===== src/rtl/charge_session_ctrl.sv =====
// Charging-bay session controller: converts coins into BCD M:SS credit and
// drives the countdown timer through load, run, pause-with-grace and done.
module charge_session_ctrl #(
  parameter int unsigned GRACE_CYCLES = 100,
  parameter int unsigned DONE_CYCLES  = 20,
  parameter logic [11:0] MAX_CREDIT   = 12'h959
) (
  input  logic        Clk,
  input  logic        nReset,
  input  logic [2:0]  Coin,
  input  logic        CoinValid,
  input  logic        Plug,
  input  logic        Start,
  input  logic        Cancel,
  input  logic [11:0] PresentTime,
  input  logic        TimerZero,
  output logic [11:0] LoadValue,
  output logic        TimerLoad,
  output logic        ModeEnable,
  output logic [11:0] Credit,
  output logic        Charging,
  output logic        Done,
  output logic        Refund
);

  localparam int unsigned GW = (GRACE_CYCLES > 1) ? $clog2(GRACE_CYCLES) : 1;
  localparam int unsigned DW = (DONE_CYCLES > 1) ? $clog2(DONE_CYCLES) : 1;

  typedef enum logic [2:0] {
    S_IDLE,
    S_CREDIT,
    S_CHARGE,
    S_PAUSE,
    S_END
  } state_t;

  // {valid, BCD value}; unlisted codes decode as invalid
  function automatic logic [12:0] coin_decode(input logic [2:0] code);
    logic [12:0] r;
    case (code)
      3'b001:  r = {1'b1, 12'h030};
      3'b010:  r = {1'b1, 12'h100};
      3'b011:  r = {1'b1, 12'h230};
      3'b100:  r = {1'b1, 12'h500};
      default: r = 13'd0;
    endcase
    return r;
  endfunction

  function automatic logic [11:0] bcd_add_sat(input logic [11:0] a, input logic [11:0] b);
    logic [4:0]  s, t, m;
    logic        c0, c1;
    logic [11:0] r;
    s  = {1'b0, a[3:0]} + {1'b0, b[3:0]};
    c0 = (s > 5'd9);
    if (c0) s = s - 5'd10;
    t  = {1'b0, a[7:4]} + {1'b0, b[7:4]} + {4'd0, c0};
    c1 = (t > 5'd5);
    if (c1) t = t - 5'd6;
    m  = {1'b0, a[11:8]} + {1'b0, b[11:8]} + {4'd0, c1};
    r  = {m[3:0], t[3:0], s[3:0]};
    if ((m > 5'd9) || (r > MAX_CREDIT)) r = MAX_CREDIT;
    return r;
  endfunction

  state_t         state_q;
  logic [GW-1:0]  grace_q;
  logic [DW-1:0]  done_q;
  logic [11:0]    credit_q, load_q;
  logic           tload_q, mode_q, chg_q, done_flag_q, refund_q;

  logic [12:0]    coin_dec_d;
  logic           coin_ok_d;
  logic [11:0]    credit_sum_d, topup_d;
  logic           grace_last_d, done_last_d, end_req_d;

  assign coin_dec_d   = coin_decode(Coin);
  assign coin_ok_d    = CoinValid & coin_dec_d[12];
  assign credit_sum_d = bcd_add_sat(credit_q, coin_dec_d[11:0]);
  assign topup_d      = bcd_add_sat(PresentTime, coin_dec_d[11:0]);
  assign grace_last_d = (grace_q == GW'(GRACE_CYCLES - 2));
  assign done_last_d  = (done_q == DW'(DONE_CYCLES - 1));

  // TimerZero right after a load still reflects the old timer value, so it is masked
  assign end_req_d = ((state_q == S_CHARGE) && ((TimerZero && !tload_q) || Cancel)) ||
                     ((state_q == S_PAUSE) && (Cancel || (!Plug && grace_last_d)));

  always_ff @(posedge Clk or negedge nReset) begin
    if (!nReset) begin
      state_q     <= S_IDLE;
      grace_q     <= '0;
      done_q      <= '0;
      credit_q    <= 12'h000;
      load_q      <= 12'h000;
      tload_q     <= 1'b0;
      mode_q      <= 1'b0;
      chg_q       <= 1'b0;
      done_flag_q <= 1'b0;
      refund_q    <= 1'b0;
    end else begin
      tload_q  <= 1'b0;
      refund_q <= 1'b0;
      if (end_req_d) begin
        mode_q      <= 1'b0;
        chg_q       <= 1'b0;
        done_flag_q <= 1'b1;
        done_q      <= '0;
        state_q     <= S_END;
      end else begin
        case (state_q)
          S_IDLE: begin
            if (coin_ok_d) begin
              credit_q <= coin_dec_d[11:0];
              state_q  <= S_CREDIT;
            end
          end
          S_CREDIT: begin
            if (Cancel) begin
              refund_q <= 1'b1;
              credit_q <= 12'h000;
              state_q  <= S_IDLE;
            end else if (Start && Plug) begin
              load_q   <= credit_q;
              tload_q  <= 1'b1;
              credit_q <= 12'h000;
              mode_q   <= 1'b1;
              chg_q    <= 1'b1;
              state_q  <= S_CHARGE;
            end else if (coin_ok_d) begin
              credit_q <= credit_sum_d;
            end
          end
          S_CHARGE: begin
            if (!Plug) begin
              mode_q  <= 1'b0;
              chg_q   <= 1'b0;
              grace_q <= '0;
              state_q <= S_PAUSE;
            end else if (coin_ok_d) begin
              load_q  <= topup_d;
              tload_q <= 1'b1;
            end
          end
          S_PAUSE: begin
            grace_q <= grace_q + 1'b1;
            if (Plug) begin
              mode_q  <= 1'b1;
              chg_q   <= 1'b1;
              state_q <= S_CHARGE;
            end
          end
          S_END: begin
            if (done_last_d) begin
              done_flag_q <= 1'b0;
              state_q     <= S_IDLE;
            end else begin
              done_q <= done_q + 1'b1;
            end
          end
          default: state_q <= S_IDLE;
        endcase
      end
    end
  end

  assign LoadValue  = load_q;
  assign TimerLoad  = tload_q;
  assign ModeEnable = mode_q;
  assign Credit     = credit_q;
  assign Charging   = chg_q;
  assign Done       = done_flag_q;
  assign Refund     = refund_q;

endmodule

===== config.mk =====
export PLATFORM = sky130hd
export DESIGN_NAME = charge_session_ctrl
export DESIGN_NICKNAME = d
export VERILOG_FILES = /design/src/rtl/charge_session_ctrl.sv
export SDC_FILE = /design/constraint.sdc
export NUM_CORES = 1
export LEC_CHECK = 0
export CAP_MARGIN = 20
export CORE_MARGIN = 2
export CORE_UTILIZATION = 25
export CTS_CLUSTER_DIAMETER = 50
export DETAILED_ROUTE_END_ITERATION = 16
export SLEW_MARGIN = 20
export SYNTH_ARGS = -nofsm -noshare
export SYNTH_HDL_FRONTEND = slang
export SYNTH_SLANG_ARGS = --single-unit
export TNS_END_PERCENT = 10

===== constraint.sdc =====
create_clock -name Clk -period 7.7 [get_ports Clk]
set_input_delay 2.31 -clock Clk [delete_from_list [all_inputs] [get_ports Clk]]
set_output_delay 2.31 -clock Clk [all_outputs]
set_load 0.005 [all_outputs]

== After elaboration in Yosys (flattened, before gate mapping) ==
Index checks and enable logic that the tools add are counted.
Word-level totals
  register bits after elaboration: 43
  input port bits: 22
  output and inout port bits: 29
  logic and storage cells: 134
Cells by class
  add/subtract/negate cells: 16
  $lt $le $gt $ge: 8
  eq/ne operators: 25
  multiplexer cells: 48
  bitwise logic cells: 2
  reduce and logical (&&, ||, !) cells: 26
Operators by type and width (count)
  two-way mux 12 bit: 10
  case mux 13 bit (4 select lines): 1
  case mux 12 bit (2 select lines): 2
  adder 4 x 4 -> 5 bit: 6
  > comparator 12 bit (second input constant): 2
  two-way mux 3 bit: 7
  adder 5 x 1 -> 5 bit: 4
  > comparator 5 x 4 -> 1 bit (second input constant): 4
  inequality test 3 bit (second input constant): 6
  two-way mux 1 bit: 16
  two-way mux 4 bit: 4
  two-way mux 5 bit: 3
  case mux 3 bit (5 select lines): 1
  case mux 7 bit (2 select lines): 1
  equality test 3 x 2 -> 1 bit (second input constant): 4
  inequality test 2 bit (second input constant): 6
  > comparator 5 x 3 -> 1 bit (second input constant): 2
  AND reduction 5 bit: 2
  nonzero test 2 bit: 5
  inequality test 4 bit (second input constant): 2
  subtractor 4 x 3 -> 4 bit (second input constant): 2
  subtractor 4 bit (second input constant): 2
  adder 7 x 1 -> 7 bit (second input constant): 1
  equality test 7 bit (second input constant): 1
  other kinds (19): 31

== Depth between registers and ports, before layout ==
  depth after elaboration: 14
  depth in mapped cells: 24
  gate-level depth less buffers: 24

== Worst setup path before layout ==
OpenSTA, ideal clock, no wires.
  path kind: input -> register
  from: in Coin[0]
  to: reg credit_q[10], in the netlist Credit[10]
  arrival: 7110 ps
  setup slack: 513 ps
  cell stages on the path: 19
  path buffers: 1
  path through: nor2b_1 inv_1 fa_1 fa_1 xor2_1 inv_1 ha_1 buf_2 o22ai_1 a21bo_2 fa_1 fa_1 or4_1 o31ai_1 o211a_1 o311ai_1 a21oi_2 a32oi_1 a21oi_1
On the way
  longest elaborated chain between the ends: 13
RTL lines
  from (decl): line 10  | input logic [2:0] Coin,
  equality test 3 bit (tied with other cells): line 40  | case (code)
  case mux 13 bit (4 select lines) (*): line 40
  adder 4 x 4 -> 5 bit: line 57  | t = {1'b0, a[7:4]} + {1'b0, b[7:4]} + {4'd0, c0};
  adder 5 x 1 -> 5 bit: line 57
  > comparator 5 x 3 -> 1 bit / subtractor 4 x 3 -> 4 bit (equally long branches): line 58, 59
  adder 5 x 1 -> 5 bit / two-way mux 4 bit (equally long branches): line 60, 59
  > comparator 12 bit / > comparator 5 x 4 -> 1 bit (equally long branches): line 62  | if ((m > 5'd9) || (r > MAX_CREDIT)) r = MAX_CREDIT;
  logical OR 1 bit: line 62
  two-way mux 12 bit: line 62
  two-way mux 12 bit: line 129  | end else if (coin_ok_d) begin
  two-way mux 12 bit: line 122  | end else if (Start && Plug) begin
  two-way mux 12 bit: line 118  | if (Cancel) begin
  case mux 12 bit (2 select lines): line 110  | case (state_q)
  to (signal assigned): line 113  | credit_q <= coin_dec_d[11:0];
  to (signal assigned): line 130  | credit_q <= credit_sum_d;
  to (decl): line 69  | logic [11:0] credit_q, load_q;
Mark *: on every way between the ends. The rest lies on a longest branch, timed or not. The select of a mux whose other input is x is not followed.
A chain may end at the register's enable or synchronous reset.

== Worst setup path after layout ==
  from: in Coin[2]
  to: reg credit_q[1], in the netlist Credit[1]
Same word-level chain as after synthesis.

==> results.ini <==
[run_status]
outcome=complete, no violations

[worst_setup_path]
worst-r2r-cell-count=23
end_kind=flop
critPathMaxFanout=7
critPathMaxStageDelay_ns=0.53
crit_type=input port to flop
cpMaxStageDelayCell=or4_1
required_ns=7.91
timing.rr.end=Credit[1]
start_kind=input port
reg2reg_from=Credit[1]
crit_end=Credit[1]
ff2ff_setup_slack_ns=1.75
worstPathCellList=clkdlybuf4s50_1 > nor2b_2 > inv_1 > fa_1 > fa_2 > xor2_2 > inv_1 > ha_1 > nor2b_1 > o22ai_1 > a21bo_2 > fa_1 > fa_1 > or4_1 > o31ai_1 > o211a_1 > o311ai_1 > a21oi_2 > nand3_1 > a21oi_1
arrival_ns=7.55
crit_start=Coin[2]
crit_top_cell=fa_1

[sta]
min_period_over_period=0.953
tightestPinTransition_ns=1.03
finalMaxSlewViolations=0
fin_ws_ns=0.364
max_freq_ghz=0.136
rsz0062_at_grt=no
timing.slew.headroom=0.309
setup_viol=0
hold_viol=0
fin_crit_ns=7.34
skew_ns=0.00967

[pwr]
pwr-share-seq=0.305
swShare=0.398
leakage_nw=1.82
ir_drop_uv=155
pwr-share-clk=0.203
p_sw_w=0.000496
pwr-share-comb=0.492
p_int_w=0.000750
power.density_nw_per_um2=293

[layout]
n_antenna_cell=0
finish.utilization=0.323
stdcell_count=615
register_area_um2=1080
final_cell_mix=clkdlybuf4s50_1, dfrtp_1, nand2_1, inv_1, nor2_1
multi_input_area_um2=2090
syn_to_final_growth_pct=27.1
drive_gt1_frac=0.0866
fin_nets=487
final_common_cell=clkdlybuf4s50_1
fillers=1411

[global_route]
grt_pass1_wl_mm=14.8
grt.overflow.total=0
grt_antenna_before_repair=0
grt_max_degree=44
first_global_vias=3013
grt_usage=0.130

[clock_tree]
cts_root_buffer=clkbuf_16
cts_tree=yes
cts_buffers=5
htree_levels=2
path_clk_slew_ns=0.07
clk_latency_ns=0.30
clk_path_buf_depth=2
cts.sinks=43

[floorplanning]
fp.coreArea_um2=13100
die_h_um=120
std_cell_rows=42
die_x_um=120
ios=51
start_util=0.254
die-area_um2=14300

[synth]
synth_area_um2=3340
yosys_warnings=0
synth_top_area_frac=0.322
synth_area_per_cell_um2=8.68
synthCells=385
yosysSeqAreaShare=0.322
async_flop_share=1.00
synth_cell_types=71
syn_nets=434
synthTopCellsByArea=dfrtp_1, ha_1, fa_1
synth_edf_count=0
synthFlopType=dfrtp_1
ys_ff_latch=43
yosys.area.top_type=dfrtp_1

[drt]
drt-wirelength-per-cell_um=14.8
antenna_left=0
finalWirelength_mm=9.10
first_pass_iters=4
drcViolationCount=0
route.detailed.vias_per_inst=4.99
drt_iter0_markers=213
num_vias=3070

[place]
hpwl_mm=7.04
placed_cells=607
dp_slack_ns=-0.0452
place_congestion=0.855
numPortBuffers=50

[flow_run]
max_cap_violations=0

[worst_hold_path]
holdCritPathClass=flop to flop

[worst max-delay path, delay by kind of cell]
kind,cells,cell delay (ns)
AO/OA/AOI/OAI,7,1.51
XOR/XNOR,1,0.17
adder cells (fa/ha/maj),5,1.94
buffers and inverters,3,0.63
AND/OR/NAND/NOR,4,0.98
[registers in the layout, summed over array words and instances, names as in the netlist]
signal / count
LoadValue: 12
Charging: 1
state_q: 3
Credit: 12
grace_q: 7
Done: 1
Refund: 1
done_q: 5
TimerLoad: 1
[Yosys cell counts (all sizes together) (3+ instances only)]
| master | instances |
|---|---|
| and2 | 3 |
| nand2b | 5 |
| fa | 8 |
| a311oi | 3 |
| o22ai | 3 |
| ha | 19 |
| xnor2 | 6 |
| buf | 13 |
| dfrtp | 43 |
| or3 | 6 |
| a211oi | 3 |
| nand3b | 3 |
| a22o | 4 |
| nor3b | 4 |
| a21oi | 22 |
| nand3 | 15 |
| a22oi | 3 |
| nand4 | 3 |
| and3 | 4 |
| o21ai | 28 |
| a31oi | 10 |
| nor3 | 10 |
| nor2 | 26 |
| o211ai | 4 |
| nor2b | 8 |
| nand2 | 40 |
| a21o | 6 |
| inv | 28 |
| o31ai | 5 |
| xor2 | 6 |
[worst min-delay path by stage]
stage                       start  depth (start not counted)       endpoint
floorplan           LoadValue[11]                          2  LoadValue[11]
global placement    LoadValue[10]                          2  LoadValue[10]
detailed placement  LoadValue[11]                          2  LoadValue[11]
CTS                 LoadValue[11]                          2  LoadValue[11]
global route                 Done                          2           Done
finish              LoadValue[11]                          2  LoadValue[11]
[power groups by stage]
| stage | combinational, W | clock (W) | sequential, W |
|---|---|---|---|
| finish | 0.000614 | 0.000253 | 0.000380 |
| global route | 0.000683 | 0.000266 | 0.000393 |
| CTS | 0.000611 | 0.000259 | 0.000381 |
| detailed placement | 0.000608 | 0 | 0.000382 |
| global placement | 0.000594 | 0 | 0.000384 |
| floorplan | 0.000395 | 0 | 0.000352 |
[per-layer routing]
layer | global-route usage | up-vias | wire length [um]
li1 | - | 1511 | -
met1 | 0.174 | 1471 | 4400
met2 | 0.210 | 75 | 4170
met3 | 0.0228 | 13 | 364
met4 | 0.0463 | 0 | 165
met5 | 0 | - | 0
[area by class of cell]
class / instances / share of cell area
clock buffer: 5 / 0.0294
clock inverter: 3 / 0.0112
inverter: 28 / 0.0247
multi-input combinational: 299 / 0.493
sequential: 43 / 0.253
tap: 176 / 0.0518
timing repair buffer: 61 / 0.137
[metrics by stage]
| stage | hold WS [ns] | instance area [um^2] | power, W | TNS [ns] |
|---|---|---|---|---|
| global route | 0.526 | 4250 | 0.00134 | 0 |
| global placement | 0.484 | 4050 | 0.000978 | 0 |
| CTS | 0.512 | 4230 | 0.00125 | 0 |
| finish | 0.496 | 4250 | 0.00125 | 0 |
| floorplan | 0.473 | 3340 | 0.000747 | 0 |
| detailed placement | 0.477 | 4050 | 0.000991 | -0.130 |
[cell families (layout without fill, tap and decap cells)]
kind of cell / Yosys count / after routing / share of synthesized area
and+or+nand+nor: 137 / 137 / 0.212
DFF: 43 / 43 / 0.322
xor gates and xnor gates: 12 / 12 / 0.0314
buffers and inverters: 43 / 97 / 0.0576
adders and majority gates: 27 / 27 / 0.119
AOI/OAI and AO/OA: 121 / 121 / 0.252
muxes: 2 / 2 / 0.00599
[what timing repair did]
action                     CTS  global route
setup endpoints to repair    0             8
hold buffers                 0             0
setup buffers                0             0
gates resized for setup      0             4
No activity file was read; power rests on OpenSTA's default activity.
